File: src/rtl/ones_pattern_pkg.sv
// Shared types and helpers for the constant-weight pattern enumerator.
// Optional pat_index output is enabled by defining ONES_PATTERN_INDEX_EN.
package ones_pattern_pkg;

  typedef enum logic {
    IDLE,
    EMIT
  } state_t;

  localparam int MAX_W = 16;

  // Lowest word of weight n: n ones packed at the LSB end (n=0 gives 0).
  function automatic logic [MAX_W-1:0] first_pattern(input int unsigned n);
    logic [MAX_W:0] wide;
    wide = (17'(1) << n) - 17'(1);
    return wide[MAX_W-1:0];
  endfunction

  // Highest w-bit word of weight n: n ones packed at the MSB end.
  function automatic logic [MAX_W-1:0] last_pattern(input int unsigned n,
                                                    input int unsigned w);
    return first_pattern(n) << (w - n);
  endfunction

  function automatic int binom(input int n, input int k);
    int c;
    c = 1;
    for (int i = 0; i < k; i++) c = c * (n - i) / (i + 1);
    return c;
  endfunction

  // Enough bits to rank every word of the widest weight class, C(w, w/2).
  function automatic int index_width(input int w);
    return $clog2(binom(w, w / 2));
  endfunction

  localparam int INDEX_W = index_width(8);

endpackage

File: src/rtl/next_combination.sv
// Gosper step: maps a WIDTH-bit word to the next larger word of equal popcount.
module next_combination #(
  parameter int WIDTH = 8
) (
  input  logic [WIDTH-1:0] x,
  output logic [WIDTH-1:0] next
);

  localparam int TZ_W = $clog2(WIDTH);

  logic [WIDTH-1:0] lowest;
  logic [WIDTH-1:0] ripple;
  logic [TZ_W-1:0]  tz;

  always_comb begin
    lowest = x & (-x);
    ripple = x + lowest;
    // Scan from the MSB down so the last hit is the lowest set bit.
    tz = '0;
    for (int i = WIDTH - 1; i >= 0; i--) begin
      if (x[i]) tz = TZ_W'(i);
    end
    next = ripple | (((ripple ^ x) >> 2) >> tz);
  end

endmodule

File: src/rtl/ones_pattern_enum.sv
// Enumerates every WIDTH-bit word of popcount N in ascending order, one per cycle.
// Define ONES_PATTERN_INDEX_EN to add the pat_index (lexicographic rank) output.
module ones_pattern_enum
  import ones_pattern_pkg::*;
#(
  parameter  int WIDTH   = 8,
  parameter  int CNT_W   = $clog2(WIDTH + 1),
  localparam int INDEX_W = index_width(WIDTH)
) (
  input  logic               clk,
  input  logic               rst,
  input  logic               cnt_valid,
  output logic               cnt_ready,
  input  logic [CNT_W-1:0]   cnt_in,
  output logic               pat_valid,
  input  logic               pat_ready,
  output logic [WIDTH-1:0]   pat_data,
  output logic               pat_last,
`ifdef ONES_PATTERN_INDEX_EN
  output logic [INDEX_W-1:0] pat_index,
`endif
  output logic               err
);

  localparam logic [CNT_W-1:0] N_MAX = CNT_W'(WIDTH);

  state_t           state;
  logic [CNT_W-1:0] n_q;
  logic [WIDTH-1:0] next;
  logic             accept;

  next_combination #(.WIDTH(WIDTH)) u_next (
    .x    (pat_data),
    .next (next)
  );

  assign accept = cnt_valid && cnt_ready;

  // NOTE: all state below uses non-blocking assignments so every register
  // samples pre-edge values; blocking here would create ordering races.
  always_ff @(posedge clk) begin
    if (rst) begin
      state     <= IDLE;
      cnt_ready <= 1'b1;
      pat_valid <= 1'b0;
      pat_data  <= '0;
      pat_last  <= 1'b0;
      err       <= 1'b0;
      n_q       <= '0;
`ifdef ONES_PATTERN_INDEX_EN
      pat_index <= '0;
`endif
    end else begin
      err <= 1'b0;
      case (state)
        IDLE: begin
          // Re-arming one cycle after entry gives the bubble after a sequence.
          cnt_ready <= 1'b1;
          if (accept) begin
            if (cnt_in > N_MAX) begin
              err <= 1'b1;
            end else begin
              n_q       <= cnt_in;
              pat_data  <= WIDTH'(first_pattern(int'(cnt_in)));
              pat_valid <= 1'b1;
              pat_last  <= (cnt_in == '0) || (cnt_in == N_MAX);
              cnt_ready <= 1'b0;
              state     <= EMIT;
`ifdef ONES_PATTERN_INDEX_EN
              pat_index <= '0;
`endif
            end
          end
        end
        EMIT: begin
          if (pat_ready) begin
            if (pat_last) begin
              pat_valid <= 1'b0;
              pat_last  <= 1'b0;
              state     <= IDLE;
            end else begin
              pat_data <= next;
              pat_last <= (next == WIDTH'(last_pattern(int'(n_q), WIDTH)));
`ifdef ONES_PATTERN_INDEX_EN
              pat_index <= pat_index + 1'b1;
`endif
            end
          end
        end
        default: state <= IDLE;
      endcase
    end
  end

endmodule

File: config.mk
export PLATFORM = sky130hd
export DESIGN_NAME = ones_pattern_enum
export DESIGN_NICKNAME = d
export VERILOG_FILES = /design/src/rtl/ones_pattern_pkg.sv /design/src/rtl/next_combination.sv /design/src/rtl/ones_pattern_enum.sv
export SDC_FILE = /design/constraint.sdc
export NUM_CORES = 1
export LEC_CHECK = 0
export BUFFER_PORTS_ARGS = -buffer_cell sky130_fd_sc_hd__buf_2
export CAP_MARGIN = 10
export CORE_ASPECT_RATIO = 0.9
export CORE_MARGIN = 3
export CORE_UTILIZATION = 31
export DETAILED_ROUTE_END_ITERATION = 7
export PLACE_DENSITY = 0.51
export SLEW_MARGIN = 20
export SYNTH_ARGS = -nofsm -noshare
export SYNTH_HDL_FRONTEND = slang
export SYNTH_SLANG_ARGS = --single-unit
File: constraint.sdc
create_clock -name clk -period 4.3 [get_ports clk]
set_clock_uncertainty 0.15 [all_clocks]
set_input_delay 0.86 -clock clk [delete_from_list [all_inputs] [get_ports clk]]
set_output_delay 0.86 -clock clk [all_outputs]
set_load 0.05 [all_outputs]
==> impl_metrics.csv, run 1 <==
group,metric,value,unit
outcome,status,"complete, no violations",
clock_tree,ctsHoldBuffers,0,
cells_and_area,drive_gt1_share,12.8,%
synth,synth.most_common_cell,"nor2_1",
timing,timing.final.ws_setup,917,ps
synth,synth_fp_nets,307,
critical_path,endpoint_kind,"flip-flop",
drt,routed_wl,5400,µm
cells_and_area,area_delta_synth_final,8.46,%
power,p_sw_share,45.2,%
cells_and_area,fin_nets,313,
synth,ys_seq_area_share,16.4,%
clock_tree,cts.sinks,17,
clock_tree,cts.repair.resized,0,
synth,yosysWarnings,0,
critical_path,r2r_end,"pat_last$_SDFFE_PP0P_",
critical_path,worstSetupStartpointType,"flip-flop",
critical_path,worstSetupPathType,"reg -> reg",
clock_tree,cts_tree,"done",
power,p_switching,0.000312,W
drt,vias_per_cell,5.67,
synth,syn_area,2070,µm²
synth,synth-main-ff-cell,"dfxtp_1",
power,combPwrFrac,52.4,%
critical_path,cp_cell_sequence,"inv_1 > ha_1 > ha_1 > nand2_1 > ha_1 > and3_1 > a31o_1 > and2_1 > o31a_1 > o311ai_1 > xnor2_1 > o2111ai_1 > o31ai_1",
power,pwr-share-seq,30.5,%
timing,finalSetupTns,0,ps
timing,maxSlewViolCount,0,
clock_tree,cts_made_buffers,3,
power,p_leak,0.848,nW
drt,drtIter0Drc,173,
power,powerDensity,308,nW/µm²
critical_path,cpPeakStageDelay,360,ps
placed_design,gp_congestion,0.908,
critical_path,arrival,3390,ps
critical_path,worst_ep_required_time,4310,ps
timing,worstMarginPinSlew,773,ps
placed_design,dp_slack,982,ps
die,die_height,83.5,µm
timing,fin_crit_sh,78.7,%
global_route,grt_first_pass_wirelength,9430,µm
clock_tree,root_buffer,"clkbuf_8",
clock_tree,htree_levels,1,
timing,slew_headroom,48.4,%
placed_design,dp.final_hpwl,4100,µm
synth,synth-async-reset-ratio,0,%
timing,grt_setup_unrepaired,"no",
die,die_w,92.1,µm
synth,yosys.area.top_type_share,16.4,%
timing,fin_crit,3380,ps
global_route,grt_pass1_vias,1960,
synth,synth_edf_count,0,
critical_path,slowest_stage,"o311ai_1",
power,power.internal,0.000379,W
drt,dr.pass1.iters,4,
critical_path,setup.worst_path.start,"n_q[0]$_SDFFE_PP0P_",
run,drv_cap,0,
global_route,grt_remaining_overflow,0,
global_route,grt_max_degree,22,
clock_tree,post-cts-setup-buffers,0,
synth,synth_area_leaders,"dfxtp_1, nor2_1, a21oi_1",
global_route,grt_antenna_before_repair,0,
critical_path,r2r_setup_slack,920,ps
die,start_util,32.9,%
clock_tree,cts_buffer_depth,2,
die,io_pins,20,
synth,ys_ff_latch,17,
critical_path,rr_startpoint,"n_q[0]$_SDFFE_PP0P_",
global_route,track_usage,14.1,%
min_path,hp-class,"reg -> reg",
die,fp.dieArea,7690,µm²
die,fp.coreArea,6280,µm²
power,irDropWorstVdd,0.176,mV
power,p_total,0.000691,W
timing,setup_violations,0,
synth,synth_common_cells,"nor2_1, nand2_1, a21oi_1",
drt,drcViolationCount,0,
cells_and_area,n_antenna_cell,0,
die,num_rows,27,
critical_path,rr_worst_depth,13,
timing,fmax,296,MHz
critical_path,critPathCapture,"pat_last$_SDFFE_PP0P_",
critical_path,crit_top_cell,"ha_1",
placed_design,port_buffers,19,
synth,synth.avg_cell_area,7.11,µm²
clock_tree,clk_latency,250,ps
power,clock_power_share,17.2,%
critical_path,crit_fanout,7,
timing,hold_viol,0,
drt,ant_nets,0,
clock_tree,clk_pin_slew_worst_paths,60,ps
synth,synth_top_area_cell,"dfxtp_1",
synth,synthCells,291,
synth,ys_types,66,
drt,num_vias,2170,
drt,wl_per_cell,14.1,µm
[power by group through the flow]
stage	Sequential [W]	Clock [W]	Combinational, W
2_1_floorplan	0.000225	0	0.000276
3_3_place_gp	0.000214	0	0.000364
3_5_place_dp	0.000214	0	0.000360
4_1_cts	0.000210	0.000122	0.000362
5_1_grt	0.000215	0.000126	0.000403
6_report	0.000211	0.000118	0.000362
[metal layers]
metal / routed length (µm) / global-route usage (%) / vias to the layer above
met4: 53 / 3.24 / 0
met2: 2450 / 22.2 / 67
met5: 0 / 0 / -
met1: 2670 / 21.0 / 1018
li1: - / - / 1077
met3: 222 / 0.812 / 8
[per-stage QoR]
step                hold slack (ps)  area [µm²]  instances  util [%]
global route                    367        2240        383      35.7
finish                          350        2240        383      35.7
global placement                326        2200        379      35.0
CTS                             345        2240        383      35.7
detailed placement              331        2200        379      35.0
floorplan                       390        2070        291         -
[final cells by class]
cell class	count	area [µm²]
clock buffers	4	45.0
fillers	711	4040
inverters	12	45.0
multi-input cells	241	1590
flip-flops and latches	17	340
well taps	87	109
repair buffers	22	118
[sequential cells by signal, indices dropped and copies added (netlist names)]
name and cells:
cnt_ready 1, err 1, n_q 4, pat_data 8, pat_last 1, pat_valid 1
state 1
[kinds of logic after synthesis]
family | Yosys count | synth area share [%]
and+or+nand+nor | 123 | 30.8
AOI/OAI and AO/OA | 90 | 32.0
buffers and inverters | 33 | 6.83
DFF | 17 | 16.4
xor gates and xnor gates | 12 | 5.08
muxes | 8 | 3.93
adders and majority gates | 8 | 4.84
[worst max-delay path, delay by kind of cell, from the launching register on]
kind | cells | cell delay, ps
compound gates | 5 | 1180
fa+ha+maj | 3 | 870
simple gates | 3 | 460
flops | 1 | 310
xor+xnor | 1 | 170
buf+inv | 1 | 150
[cell usage in the layout, fill, tap and decap left out, drive strengths merged, types with 5 or more instances in the layout]
master / count
nor2: 38
nand2: 23
a21oi: 22
buf: 22
dfxtp: 17
nor3: 14
o21ai: 12
inv: 12
a211oi: 9
xnor2: 8
nor2b: 8
ha: 8
nand2b: 7
mux2i: 7
nand3: 6
nand3b: 5
[worst min-delay path by stage]
stage                            from                      to  slack, ps  depth (start not counted)
2_1_floorplan     n_q[1]$_SDFFE_PP0P_     n_q[1]$_SDFFE_PP0P_        390                          2
3_3_place_gp   pat_valid$_SDFFE_PP0P_  pat_valid$_SDFFE_PP0P_        330                          2
3_5_place_dp   pat_valid$_SDFFE_PP0P_  pat_valid$_SDFFE_PP0P_        330                          2
4_1_cts        pat_valid$_SDFFE_PP0P_  pat_valid$_SDFFE_PP0P_        340                          2
5_1_grt        pat_valid$_SDFFE_PP0P_  pat_valid$_SDFFE_PP0P_        370                          2
6_report       pat_valid$_SDFFE_PP0P_  pat_valid$_SDFFE_PP0P_        350                          2
(Power assumes the default switching activity.)
==> run 2: changes to the inputs <==
PLACE_DENSITY = 0.53   (was 0.51)
clock period = 2.82 ns   (was 4.3 ns; I/O delays follow)
==> impl_metrics.csv, run 2 (same netlist as run 1, synthesis figures left out) <==
group,metric,value,unit
critical_path,crit_top_cell,"buf_4",
clock_tree,htree_levels,1,
timing,fin_crit_sh,97.2,%
critical_path,r2r_setup_slack,80,ps
global_route,grt_remaining_overflow,0,
drt,drtIter0Drc,146,
critical_path,cpPeakStageDelay,320,ps
clock_tree,cts_tree,"done",
critical_path,worstSetupStartpointType,"flip-flop",
cells_and_area,drive_gt1_share,27.3,%
drt,ant_nets,0,
die,fp.dieArea,7690,µm²
timing,setup_violations,0,
drt,drcViolationCount,0,
timing,hold_viol,0,
power,pwr-share-seq,25.4,%
drt,num_vias,2240,
global_route,grt_antenna_before_repair,0,
drt,routed_wl,6010,µm
clock_tree,clk_latency,250,ps
power,p_sw_share,44.3,%
critical_path,arrival,2760,ps
clock_tree,cts_buffer_depth,2,
cells_and_area,final_cell_mix,"nor2_1, buf_4, nand2_1, a21oi_1, buf_2",
placed_design,dp.final_hpwl,4540,µm
timing,fmax,365,MHz
critical_path,slowest_stage,"dfxtp_2",
die,fp.coreArea,6280,µm²
cells_and_area,fin_nets,339,
cells_and_area,largest_reg_flops,8,
global_route,grt_first_pass_wirelength,10100,µm
drt,vias_per_cell,5.48,
power,p_switching,0.000525,W
power,irDropWorstVdd,0.227,mV
cells_and_area,nFillCells,654,
global_route,track_usage,15.4,%
global_route,grt_pass1_vias,2078,
die,io_pins,20,
placed_design,dp.cells,404,
timing,fin_crit,2740,ps
cells_and_area,n_antenna_cell,0,
critical_path,crit_fanout,5,
drt,dr.pass1.iters,4,
placed_design,port_buffers,19,
cells_and_area,final_common_cell,"nor2_1",
clock_tree,cts_made_buffers,3,
power,clock_power_share,15.6,%
die,start_util,32.9,%
timing,worstMarginPinSlew,531,ps
critical_path,worstSetupPathType,"reg -> reg",
cells_and_area,top_register,"pat_data",
critical_path,endpoint_kind,"flip-flop",
die,die_w,92.1,µm
die,die_height,83.5,µm
cells_and_area,reg_top3,"pat_data x8, n_q x4",
clock_tree,cts.sinks,17,
clock_tree,clk_pin_slew_worst_paths,70,ps
timing,finalSetupTns,0,ps
timing,maxSlewViolCount,0,
drt,wl_per_cell,14.7,µm
cells_and_area,area_delta_synth_final,24.6,%
timing,slew_headroom,64.6,%
outcome,status,"complete, no violations",
die,num_rows,27,
critical_path,cp_cell_sequence,"buf_4 > ha_2 > buf_4 > buf_4 > nor3_4 > mux2i_1 > nand3_1 > o31a_1 > o311ai_2 > xnor2_1 > o2111ai_1 > o31ai_1",
timing,grt_setup_unrepaired,"yes",
min_path,hp-class,"reg -> reg",
clock_tree,root_buffer,"clkbuf_8",
critical_path,worst_ep_required_time,2840,ps
power,powerDensity,459,nW/µm²
global_route,grt_max_degree,21,
power,combPwrFrac,59.0,%
placed_design,gp_congestion,0.877,
clock_tree,ctsHoldBuffers,0,
power,p_leak,0.990,nW
cells_and_area,final_cells,409,
power,power.internal,0.000660,W
run,drv_cap,0,
## run 2: routing by layer
metal,global-route usage [%],wire length [µm]
met1,23.9,3160
met2,22.6,2590
met3,1.62,204
met4,2.97,46
met5,0,0
## run 2: per-stage QoR
stage	power, W	cell area [µm²]	hold WS (ps)	setup WS, ps	util (%)
detailed placement	0.000949	2410	336	-163	38.4
global placement	0.000951	2410	328	-109	38.4
finish	0.00118	2580	353	79.5	41.0
global route	0.00127	2580	382	-64.4	41.0
CTS	0.00114	2480	353	8.85	39.5
floorplan	0.000772	2090	390	5.36	-
## run 2: timing repair
| action | 4_1_cts | 5_1_grt |
|---|---|---|
| setup buffers | 0 | 1 |
| endpoints found under the setup margin | 1 | 1 |
| pin swaps | 4 | 9 |
| resized for setup | 4 | 21 |
## run 2: worst paths after layout
check	startpoint	to	cells past startpoint
setup / recovery	n_q[0]$_SDFFE_PP0P_	pat_last$_SDFFE_PP0P_	12
hold / removal	pat_valid$_SDFFE_PP0P_	pat_valid$_SDFFE_PP0P_	2
setup reg to reg	n_q[0]$_SDFFE_PP0P_	pat_last$_SDFFE_PP0P_	12
hold reg to reg	pat_valid$_SDFFE_PP0P_	pat_valid$_SDFFE_PP0P_	2
## run 2: worst max-delay path: cells and delay by family (launching register included)
kind | cells | cell delay, ps
buf+inv | 3 | 440
compound gates | 4 | 760
simple gates | 2 | 340
fa+ha+maj | 1 | 190
xor+xnor | 1 | 160
flops | 1 | 320
mux | 1 | 300
## run 2: area by class of cell
type,count,area [µm²],area share (%)
inverters,12,45.0,1.75
flip-flops and latches,17,343,13.3
multi-input cells,241,1720,66.9
repair buffers,48,313,12.1
well taps,87,109,4.22
clock buffers,4,45.0,1.75
## run 2: power groups by stage
stage	Clock, W	Combinational [W]	Sequential (W)
3_3_place_gp	0	0.000645	0.000306
5_1_grt	0.000200	0.000762	0.000305
3_5_place_dp	0	0.000644	0.000305
4_1_cts	0.000189	0.000656	0.000300
2_1_floorplan	0	0.000429	0.000343
6_report	0.000184	0.000698	0.000301
==> run 3: changes to the inputs <==
CELL_PAD_IN_SITES_DETAIL_PLACEMENT = 1   (was default)
CELL_PAD_IN_SITES_GLOBAL_PLACEMENT = 2   (was default)
PLACE_DENSITY = 0.81   (was 0.53)
==> impl_metrics.csv, run 3 (same netlist as run 1, synthesis figures left out) <==
group,metric,value,unit
timing,setup_violations,0,
timing,maxSlewViolCount,0,
timing,fin_crit_sh,99.8,%
die,fp.coreArea,6280,µm²
placed_design,port_buffers,19,
critical_path,rr_startpoint,"n_q[0]$_SDFFE_PP0P_",
critical_path,endpoint_kind,"flip-flop",
cells_and_area,final_common_cell,"nor2_1",
cells_and_area,n_antenna_cell,0,
critical_path,worstSetupStartpointType,"flip-flop",
die,fp.dieArea,7690,µm²
critical_path,r2r_setup_slack,5,ps
die,io_pins,20,
timing,fin_crit,2820,ps
placed_design,dp_slack,-260,ps
power,pwr-share-seq,24.4,%
clock_tree,htree_levels,1,
min_path,whs_endpoint,"pat_valid$_SDFFE_PP0P_",
clock_tree,clk_latency,260,ps
power,p_leak,1.02,nW
power,p_switching,0.000547,W
clock_tree,cts.sinks,17,
cells_and_area,fin_nets,342,
drt,num_vias,2337,
cells_and_area,final_cell_mix,"nor2_1, buf_4, nand2_1, a21oi_1, buf_2",
placed_design,gp_congestion,0.871,
cells_and_area,top_register,"pat_data",
timing,grt_setup_unrepaired,"yes",
outcome,status,"complete, no violations",
clock_tree,root_buffer,"clkbuf_8",
power,irDropWorstVdd,0.272,mV
min_path,hold_path_depth,2,
drt,wl_per_cell,17.0,µm
clock_tree,cts_made_buffers,3,
global_route,track_usage,18.0,%
drt,drcViolationCount,0,
cells_and_area,area_delta_synth_final,27.3,%
cells_and_area,drive_gt1_share,28.9,%
global_route,grt_pass1_vias,2365,
clock_tree,cts_tree,"done",
cells_and_area,utilization,41.9,%
cells_and_area,largest_reg_flops,8,
drt,dr.pass1.iters,4,
power,power.internal,0.000669,W
global_route,grt_first_pass_wirelength,11600,µm
cells_and_area,reg_top3,"pat_data x8, n_q x4",
die,die_height,83.5,µm
power,combPwrFrac,60.3,%
placed_design,dp.final_hpwl,5230,µm
power,p_total,0.00122,W
die,start_util,32.9,%
global_route,grt_antenna_before_repair,0,
clock_tree,clk_pin_slew_worst_paths,60,ps
critical_path,crit_fanout,6,
clock_tree,cts_buffer_depth,2,
critical_path,r2r_end,"pat_last$_SDFFE_PP0P_",
timing,worstMarginPinSlew,525,ps
global_route,grt_max_degree,21,
die,num_rows,27,
power,clock_power_share,15.3,%
timing,slew_headroom,64.9,%
critical_path,rr_worst_depth,13,
drt,vias_per_cell,5.67,
die,die_w,92.1,µm
drt,ant_nets,0,
critical_path,worst_ep_required_time,2840,ps
run,drv_cap,0,
min_path,hp-class,"reg -> reg",
min_path,hold_start,"pat_valid$_SDFFE_PP0P_",
power,powerDensity,461,nW/µm²
global_route,grt_remaining_overflow,0,
critical_path,worstSetupPathType,"reg -> reg",
clock_tree,ctsHoldBuffers,0,
critical_path,arrival,2840,ps
timing,hold_viol,0,
power,p_sw_share,45.0,%
drt,routed_wl,6990,µm
timing,timing.final.ws_setup,4.61,ps
timing,finalSetupTns,0,ps
drt,drtIter0Drc,114,
timing,fmax,355,MHz
==> run 3: what timing repair did <==
action | CTS | global route
setup buffers | 1 | 1
pin swaps | 10 | 10
endpoints found under the hold margin | 0 | 0
resized for setup | 17 | 12
setup endpoints to repair | 1 | 1
==> run 3: worst max-delay path by stage <==
stage                                    from                     to  slack [ps]  cells after the start
after floorplan           n_q[0]$_SDFFE_PP0P_  pat_last$_SDFFE_PP0P_           5                     13
after global placement    n_q[1]$_SDFFE_PP0P_  pat_last$_SDFFE_PP0P_         -60                     13
after detailed placement  n_q[1]$_SDFFE_PP0P_  pat_last$_SDFFE_PP0P_        -260                     13
after CTS                 n_q[1]$_SDFFE_PP0P_  pat_last$_SDFFE_PP0P_         -20                     13
after global routing      n_q[0]$_SDFFE_PP0P_  pat_last$_SDFFE_PP0P_        -170                     13
final                     n_q[0]$_SDFFE_PP0P_  pat_last$_SDFFE_PP0P_           5                     13
==> run 3: area by class of cell <==
type / instances / area [µm²]
Clock buffer: 4 / 45.0
Fill cell: 820 / 3650
Inverter: 12 / 45.0
Multi-Input combinational cell: 241 / 1760
Sequential cell: 17 / 343
Tap cell: 87 / 109
Timing Repair Buffer: 51 / 335
==> run 3: critical path: stages, from the launching register on <==
cell	delay [ps]
dfxtp_2	320
inv_2	80
ha_4	160
ha_4	180
nand2_4	70
ha_4	210
and3_4	170
a31o_1	210
and2_4	150
o31a_1	240
o311ai_2	260
xnor2_1	150
o2111ai_1	140
o31ai_1	250
==> run 3: power by group through the flow <==
stage	combinational [W]	sequential [W]	clock [W]
finish	0.000733	0.000297	0.000185
floorplan	0.000429	0.000343	0
global placement	0.000658	0.000300	0
detailed placement	0.000668	0.000301	0
CTS	0.000699	0.000296	0.000190
global route	0.000800	0.000301	0.000205
==> run 3: per-layer routing <==
| metal | vias up | global-route usage [%] | routed length [µm] |
|---|---|---|---|
| li1 | 1132 | - | - |
| met1 | 1164 | 25.6 | 3490 |
| met2 | 34 | 29.4 | 3300 |
| met3 | 7 | 1.62 | 135 |
| met4 | 0 | 4.05 | 66 |
| met5 | - | 0 | 0 |
==> run 3: metrics by stage <==
stage	instance area [µm²]	hold WS (ps)	instances
2_1_floorplan	2090	390	291
3_3_place_gp	2430	332	406
3_5_place_dp	2430	331	406
4_1_cts	2560	345	411
5_1_grt	2630	384	412
6_report	2630	340	412
